===== config.mk =====
export PLATFORM = sky130hd
export DESIGN_NAME = stopwatch_counter
export DESIGN_NICKNAME = d
export VERILOG_FILES = /design/src/rtl/stopwatch_counter.sv
export SDC_FILE = /design/constraint.sdc
export NUM_CORES = 1
export LEC_CHECK = 0
export BUFFER_PORTS_ARGS = -buffer_cell sky130_fd_sc_hd__clkbuf_2
export CORE_MARGIN = 10
export CORE_UTILIZATION = 35
export CTS_CLUSTER_SIZE = 28
export DETAILED_ROUTE_END_ITERATION = 16
export SETUP_SLACK_MARGIN = 0.02
export SYNTH_ARGS = -nofsm -noshare
export SYNTH_HDL_FRONTEND = slang
export SYNTH_SLANG_ARGS = --single-unit
export TNS_END_PERCENT = 5

===== constraint.sdc =====
create_clock -name clk -period 4.4 [get_ports clk]
set_input_delay 0.88 -clock clk [delete_from_list [all_inputs] [get_ports clk]]
set_output_delay 0.88 -clock clk [all_outputs]
set_load 0.01 [all_outputs]

===== src/rtl/stopwatch_counter.sv =====
// rtl/stopwatch_counter.sv - MM:SS.CC BCD stopwatch core with prescaler, run/pause/lap/clear FSM and display register
module stopwatch_counter #(
    parameter int CLK_HZ  = 1_000_000,
    parameter int TICK_HZ = 100
) (
    input  logic        clk,
    input  logic        rst,
    input  logic        start_stop,
    input  logic        lap,
    input  logic        clear,
    output logic [23:0] disp_bcd,
    output logic        disp_upd,
    output logic        running,
    output logic        lap_active,
    output logic        wrapped
);
    localparam int DIV = CLK_HZ / TICK_HZ;
    localparam int PW  = (DIV > 1) ? $clog2(DIV) : 1;
    localparam logic [PW-1:0] PRE_MAX = PW'(DIV - 1);
    localparam logic [23:0]   COUNT_MAX = 24'h595999;

    typedef enum logic [1:0] {IDLE, RUNNING, PAUSED, LAP} state_t;

    state_t        state, state_next;
    logic [PW-1:0] pre, pre_next;
    logic [23:0]   count, count_next, disp_next;
    logic          active, tick, do_clear;

    // Digit limits from least to most significant: cs_o, cs_t, sec_o, sec_t, min_o, min_t.
    function automatic logic [23:0] bcd_inc(input logic [23:0] c);
        logic [23:0] r;
        logic [3:0]  lim;
        logic        carry;
        r     = c;
        carry = 1'b1;
        for (int i = 0; i < 6; i++) begin
            lim = (i == 3 || i == 5) ? 4'd5 : 4'd9;
            if (carry) begin
                if (r[4*i +: 4] == lim) begin
                    r[4*i +: 4] = 4'd0;
                end else begin
                    r[4*i +: 4] = r[4*i +: 4] + 4'd1;
                    carry       = 1'b0;
                end
            end
        end
        return r;
    endfunction

    always_comb begin
        state_next = state;
        active     = (state == RUNNING) || (state == LAP);
        tick       = active && (pre == PRE_MAX);
        do_clear   = (state == PAUSED) && clear;

        unique case (state)
            IDLE:    if (start_stop) state_next = RUNNING;
            RUNNING: if (start_stop) state_next = PAUSED;
                     else if (lap)   state_next = LAP;
            LAP:     if (start_stop) state_next = PAUSED;
                     else if (lap)   state_next = RUNNING;
            PAUSED:  if (clear)      state_next = IDLE;
                     else if (start_stop) state_next = RUNNING;
        endcase

        pre_next   = pre;
        count_next = count;
        if (do_clear || state == IDLE) begin
            pre_next   = '0;
            count_next = '0;
        end else if (active) begin
            pre_next = tick ? '0 : pre + 1'b1;
            if (tick) count_next = bcd_inc(count);
        end

        // Entering or staying in LAP keeps the display frozen; any other state shows the live count.
        disp_next = (state_next == LAP) ? disp_bcd : count_next;
    end

    always_ff @(posedge clk) begin
        if (rst) begin
            state      <= IDLE;
            pre        <= '0;
            count      <= '0;
            disp_bcd   <= '0;
            disp_upd   <= 1'b0;
            running    <= 1'b0;
            lap_active <= 1'b0;
            wrapped    <= 1'b0;
        end else begin
            state      <= state_next;
            pre        <= pre_next;
            count      <= count_next;
            disp_bcd   <= disp_next;
            disp_upd   <= (disp_next != disp_bcd);
            running    <= (state_next == RUNNING) || (state_next == LAP);
            lap_active <= (state_next == LAP);
            wrapped    <= tick && (count == COUNT_MAX);
        end
    end
endmodule


==> run_results.csv, run 1 <==
group,metric,value,unit
outcome,outcome,"finished clean",
detailed_routing,num_vias,3413,
setup_path,worstSetupPathType,"register to register",
logic_synthesis,ys_ff_latch,68,
setup_path,end_kind,"register",
logic_synthesis,ys_seq_area_share,37.36,%
logic_synthesis,synth_cell_type_count,47,
sta,hold_violations,0,
hold_path,holdCritPathClass,"register to register",
setup_path,critPathLaunch,"pre[6]$_SDFFE_PP0N_",
clocking,cts.sink_count,68,
cells_and_area,fillers,1044,
detailed_routing,drc,0,
detailed_routing,wl_per_cell,15.93,um
place,dpl_cell_area,3939,sq um
clocking,worstSkewPairLatency,0.35,ns
cells_and_area,n_antenna_cell,0,
clocking,cts_tree,"yes",
setup_path,reg2reg_depth,8,
sta,period_needed,3.637,ns
logic_synthesis,netlist_instances,464,
clocking,clk_pin_slew,0.08,ns
cells_and_area,syn_to_final_growth,13.98,%
floorplan,core-area,10230,sq um
logic_synthesis,synthesis.nets,480,
global_route,grt_max_degree,31,
clocking,ctsRootBufferMaster,"clkbuf_8",
place,portBuffers,32,
floorplan,ios,33,
clocking,ctsResizeCount,0,
detailed_routing,drt_wl_total,10040,um
logic_synthesis,synthArstFlopShare,0,%
floorplan,initial_core_util,35.61,%
setup_path,path_max_fanout,14,
logic_synthesis,synth_ff_type,"dfxtp_1",
clocking,cts_setup_buffers,0,
detailed_routing,drtAntennaViolNets,0,
sta,clock_skew,0.006194,ns
sta,relSlewSlack,47.47,%
pwr,powerDensity,303.6,nW/um^2
setup_path,r2r_slack,0.76,ns
sta,worst_pin_slew,0.7815,ns
clocking,clock_path_buffers,2,
place,gp_congestion,0.9364,
pwr,peakVddDrop,0.1306,mV
global_route,grt_pass1_vias,3223,
floorplan,dieWidth,122.0,um
logic_synthesis,synthDominantCellAreaShare,37.36,%
setup_path,cp_data_arrival_time,3.87,ns
floorplan,die_area,14890,sq um
pwr,p_leak,1.605,nW
sta,fmax,274.9,MHz
logic_synthesis,synth_area,3643,sq um
place,dp_hpwl,7237,um
clocking,htreeDepth,3,
cells_and_area,final_nets,506,
setup_path,reg2reg_from,"pre[6]$_SDFFE_PP0N_",
logic_synthesis,synth_common_cells,"82 x nor2_1, 68 x dfxtp_1, 45 x a21oi_1",
cells_and_area,fin_area,4153,sq um
floorplan,rows,37,
logic_synthesis,synth_area_leaders,"dfxtp_1 37%, nor2_1 8.4%, a21oi_1 6.2%",
cells_and_area,drive_gt1_share,13.36,%
sta,slew_violations,0,
setup_path,cp-start-kind,"register",
global_route,track_usage,13.70,%
detailed_routing,dr.pass1.iters,5,
sta,setup_viol,0,
cells_and_area,final_util,40.59,%
setup_path,endpoint,"disp_upd$_SDFF_PP0_",
logic_synthesis,synth.most_common_cell,"nor2_1",
flow_run,cap_violations,0,
logic_synthesis,yosys_warnings,0,
sta,timing.setup.tns,0,ns
logic_synthesis,netlist.top_cell.by_area,"dfxtp_1",
global_route,grt_pass1_wl,16420,um
sta,rsz0062_at_grt,"false",
clocking,hold_buffers,0,
detailed_routing,first_iter_violations,249,
setup_path,required,4.63,ns
logic_synthesis,avgSynthCellArea,7.852,sq um
clocking,cts_made_buffers,9,
floorplan,dieHeight,122.0,um
sta,holdWs,0.4842,ns
logic_synthesis,synth-edff-count,0,
sta,fin_crit_sh,82.66,%
global_route,overflow,0,
setup_path,r2r-end,"disp_upd$_SDFF_PP0_",
global_route,antenna_found_initial,0,
detailed_routing,via_per_inst,5.417,
## layer usage
metal	vias up	share of wire, %	global-route usage [%]
met1	1595	46	17.41
met4	0	2.2	5.216
met5	-	0	0
li1	1693	-	-
met2	108	46	21.97
met3	17	5.6	3.238
## state kept, by name, indices dropped and copies added (netlist names)
| name | count |
|---|---|
| lap_active | 1 |
| pre | 14 |
| running | 1 |
| disp_bcd | 24 |
| state | 2 |
| count | 24 |
| disp_upd | 1 |
| wrapped | 1 |
## worst max-delay path: stages (launching register included)
cell	delay, ns
dfxtp_1	0.35
or4b_4	0.58
or4_4	0.65
or4_1	0.60
mux2i_1	0.36
o22ai_1	0.12
a2111o_1	0.42
nor4_1	0.29
a311oi_1	0.13
## report_power, final
group	internal, mW	switching (mW)	leakage, nW
Clock	0.317	0.256	0.105
Sequential	0.619	0.00343	0.548
Combinational	0.0190	0.0459	0.951
## layout make-up
cell class | count | area [sq um] | area share [%]
clock buffer | 9 | 123.9 | 2.983
clock inverter | 6 | 90.09 | 2.169
inverter | 9 | 33.78 | 0.8135
multi-input combinational | 362 | 2153 | 51.85
sequential | 68 | 1361 | 32.78
tap | 136 | 170.2 | 4.098
timing repair buffer | 40 | 220.2 | 5.303
## kinds of logic after synthesis
family | count (synthesis) | synth area share (%)
buffers and inverters | 34 | 3.537
AOI/OAI and AO/OA | 96 | 16.31
and+or+nand+nor | 220 | 30.22
DFF | 68 | 37.36
adders and majority gates | 11 | 3.777
muxes | 9 | 2.541
xor gates and xnor gates | 26 | 6.250
## per-stage QoR
stage / setup WS [ns] / total power [mW] / cells
3_3_place_gp: 0.8673 / 0.7014 / 615
5_1_grt: 0.5539 / 1.305 / 630
2_1_floorplan: 1.107 / 0.6806 / 464
3_5_place_dp: 0.8194 / 0.7020 / 615
4_1_cts: 0.7773 / 1.268 / 630
6_report: 0.7630 / 1.261 / 630
## worst min-delay path by stage
stage,from,depth (start not counted),endpoint
6_report,disp_bcd[13]$_SDFF_PP0_,2,disp_bcd[13]$_SDFF_PP0_
5_1_grt,disp_bcd[15]$_SDFF_PP0_,2,disp_bcd[15]$_SDFF_PP0_
4_1_cts,disp_bcd[13]$_SDFF_PP0_,2,disp_bcd[13]$_SDFF_PP0_
3_5_place_dp,disp_bcd[13]$_SDFF_PP0_,2,disp_bcd[13]$_SDFF_PP0_
3_3_place_gp,disp_bcd[13]$_SDFF_PP0_,2,disp_bcd[13]$_SDFF_PP0_
2_1_floorplan,pre[13]$_SDFFE_PP0N_,2,pre[13]$_SDFFE_PP0N_
## cells in the final DEF, fill, tap and decap left out, drive strengths merged, types with 10 or more instances in the layout
cell	Yosys	routed
nor4	11	11
xor2	16	16
dfxtp	68	68
xnor2	10	10
a211oi	11	11
nor3	15	15
nand2	38	38
nand3	14	14
clkbuf	24	41
o21ai	16	16
ha	11	11
a21oi	45	45
nor2	82	82
(Power assumes the default switching activity.)
==> inputs of run 2 (changes only) <==
Clock period 4.4 ns to 3.6 ns, I/O delays scaled along.
==> run 2 against run 1 <==
  * Fmax is 3.9% higher
  * Sequential power up 22%
  * Count of clock-buffer cells in the layout up 3
  * Via count is 4.1% higher
  * First-iteration DRC count increased by 6.4%
  * Worst setup slack got worse by 0.66 ns
  * Final cell count rose by 1.9%
  * Clock skew up 0.0091 ns
  * Combinational power is 28% higher
  * Total power grew 18%
  * Routed wire length is 3.5% higher
==> run_results.csv, run 2 (same netlist as run 1, synthesis figures left out) <==
group,metric,value,unit
detailed_routing,num_vias,3553,
global_route,grt_pass1_wl,17380,um
global_route,overflow,0,
pwr,p_sw,365.8,uW
setup_path,worstSetupPathType,"register to register",
setup_path,critPathLaunch,"pre[4]$_SDFFE_PP0N_",
floorplan,dieHeight,122.0,um
pwr,p_leak,1.654,nW
floorplan,core-area,10230,sq um
sta,slew_violations,0,
pwr,p_sw_share,24.61,%
cells_and_area,final_common_cell,"nor2_1",
detailed_routing,drc,0,
detailed_routing,drtAntennaViolNets,0,
setup_path,cp_data_arrival_time,3.74,ns
clocking,cts_setup_buffers,0,
clocking,cts_tree,"yes",
setup_path,required,3.84,ns
global_route,grt_max_degree,35,
place,gp_congestion,0.9330,
clocking,cts_made_buffers,9,
setup_path,end_kind,"register",
clocking,cts.sink_count,68,
floorplan,dieWidth,122.0,um
floorplan,rows,37,
sta,setup_ws,0.09938,ns
cells_and_area,n_antenna_cell,0,
sta,holdWs,0.4850,ns
place,dp_hpwl,7663,um
clocking,worstSkewPairLatency,0.36,ns
detailed_routing,via_per_inst,5.534,
sta,fin_crit_sh,97.24,%
sta,rsz0062_at_grt,"false",
clocking,clk_pin_slew,0.08,ns
setup_path,reg2reg_from,"pre[4]$_SDFFE_PP0N_",
detailed_routing,wl_per_cell,16.19,um
sta,relSlewSlack,54.67,%
clocking,clock_path_buffers,2,
sta,clock_skew,0.01528,ns
pwr,p_seq_share,51.2,%
pwr,powerDensity,351.7,nW/um^2
cells_and_area,layout_common_cells,"82 x nor2_1, 67 x dfxtp_1, 45 x a21oi_1, 38 x nand2_1, 32 x clkbuf_2",
floorplan,die_area,14890,sq um
cells_and_area,drive_gt1_share,15.61,%
floorplan,initial_core_util,35.61,%
clocking,ctsRootBufferMaster,"clkbuf_8",
sta,worst_pin_slew,0.6738,ns
hold_path,holdCritPathClass,"register to register",
global_route,antenna_found_initial,0,
setup_path,cp-start-kind,"register",
outcome,outcome,"finished clean",
sta,setup_viol,0,
detailed_routing,first_iter_violations,265,
hold_path,hold_path_startpoint,"disp_bcd[15]$_SDFF_PP0_",
cells_and_area,final_cells,642,
pwr,peakVddDrop,0.2711,mV
clocking,hold_buffers,0,
sta,timing.setup.tns,0,ns
detailed_routing,drt_wl_total,10390,um
setup_path,path_max_fanout,7,
global_route,grt_pass1_vias,3543,
sta,fmax,285.7,MHz
pwr,combPwrFrac,5.6,%
clocking,htreeDepth,3,
pwr,clkPwrFrac,43.2,%
cells_and_area,final_nets,517,
cells_and_area,largestRegisters,"count (24), disp_bcd (24), pre (14)",
place,dp_slack,0.09814,ns
global_route,track_usage,14.42,%
detailed_routing,dr.pass1.iters,5,
cells_and_area,syn_to_final_growth,15.97,%
pwr,p_int,1.120,mW
place,portBuffers,32,
sta,hold_violations,0,
sta,period_needed,3.501,ns
flow_run,cap_violations,0,
floorplan,ios,33,
place,dp_cells,626,
-- run 2: cell count changes in the layout (fill, tap and decap cells not counted), sizes merged --
cell and change:
bufinv -1, clkbuf +3, clkinvlp -1, buf +11
-- run 2: power groups by stage --
stage | logic (mW) | registers, mW | clock network, mW
6_report | 0.0831 | 0.762 | 0.642
5_1_grt | 0.0921 | 0.763 | 0.688
4_1_cts | 0.0834 | 0.762 | 0.653
3_5_place_dp | 0.0832 | 0.779 | 0
2_1_floorplan | 0.0521 | 0.780 | 0
3_3_place_gp | 0.0831 | 0.779 | 0
-- run 2: critical path, stage by stage (launching register included) --
cell	delay, ns
dfxtp_2	0.36
or4b_4	0.55
or4_4	0.59
or4_4	0.52
and3_1	0.20
a2111o_1	0.39
a2111o_1	0.34
nor4_1	0.30
a311oi_1	0.13
-- run 2: worst paths after layout --
path	slack (ns)	end	cells after the start
worst min-delay path	0.49	disp_bcd[15]$_SDFF_PP0_	2
worst max register to register	0.1	disp_upd$_SDFF_PP0_	8
worst min register to register	0.49	disp_bcd[15]$_SDFF_PP0_	2
worst max-delay path	0.1	disp_upd$_SDFF_PP0_	8
-- run 2: per-stage QoR --
| stage | power [mW] | utilization, % | cell area [sq um] |
|---|---|---|---|
| finish | 1.486 | 41.30 | 4225 |
| global route | 1.543 | 41.30 | 4225 |
| CTS | 1.498 | 41.20 | 4215 |
| detailed placement | 0.8623 | 39.31 | 4021 |
| global placement | 0.8624 | 39.31 | 4021 |
| floorplan | 0.8318 | - | 3643 |
-- run 2: cell type report --
type / instances / area, sq um
timing repair buffer: 51 / 302.8
sequential: 68 / 1363
fill: 1090 / 6006
clock inverter: 4 / 48.80
multi-input combinational: 362 / 2162
clock buffer: 12 / 145.1
inverter: 9 / 33.78
tap: 136 / 170.2
-- run 2: routing by layer --
layer  global-route usage, %  wire, um  vias up
met5                       0         0        -
met4                   7.154       354        0
met3                   3.978       581       29
met2                   23.86      5020      105
met1                   16.79      4434     1695
li1                        -         -     1724
-- run 2: repair_timing --
item                       in CTS  in global routing
setup endpoints to repair       0                  1
hold endpoints to repair        0                  0
gates resized for setup         0                  3
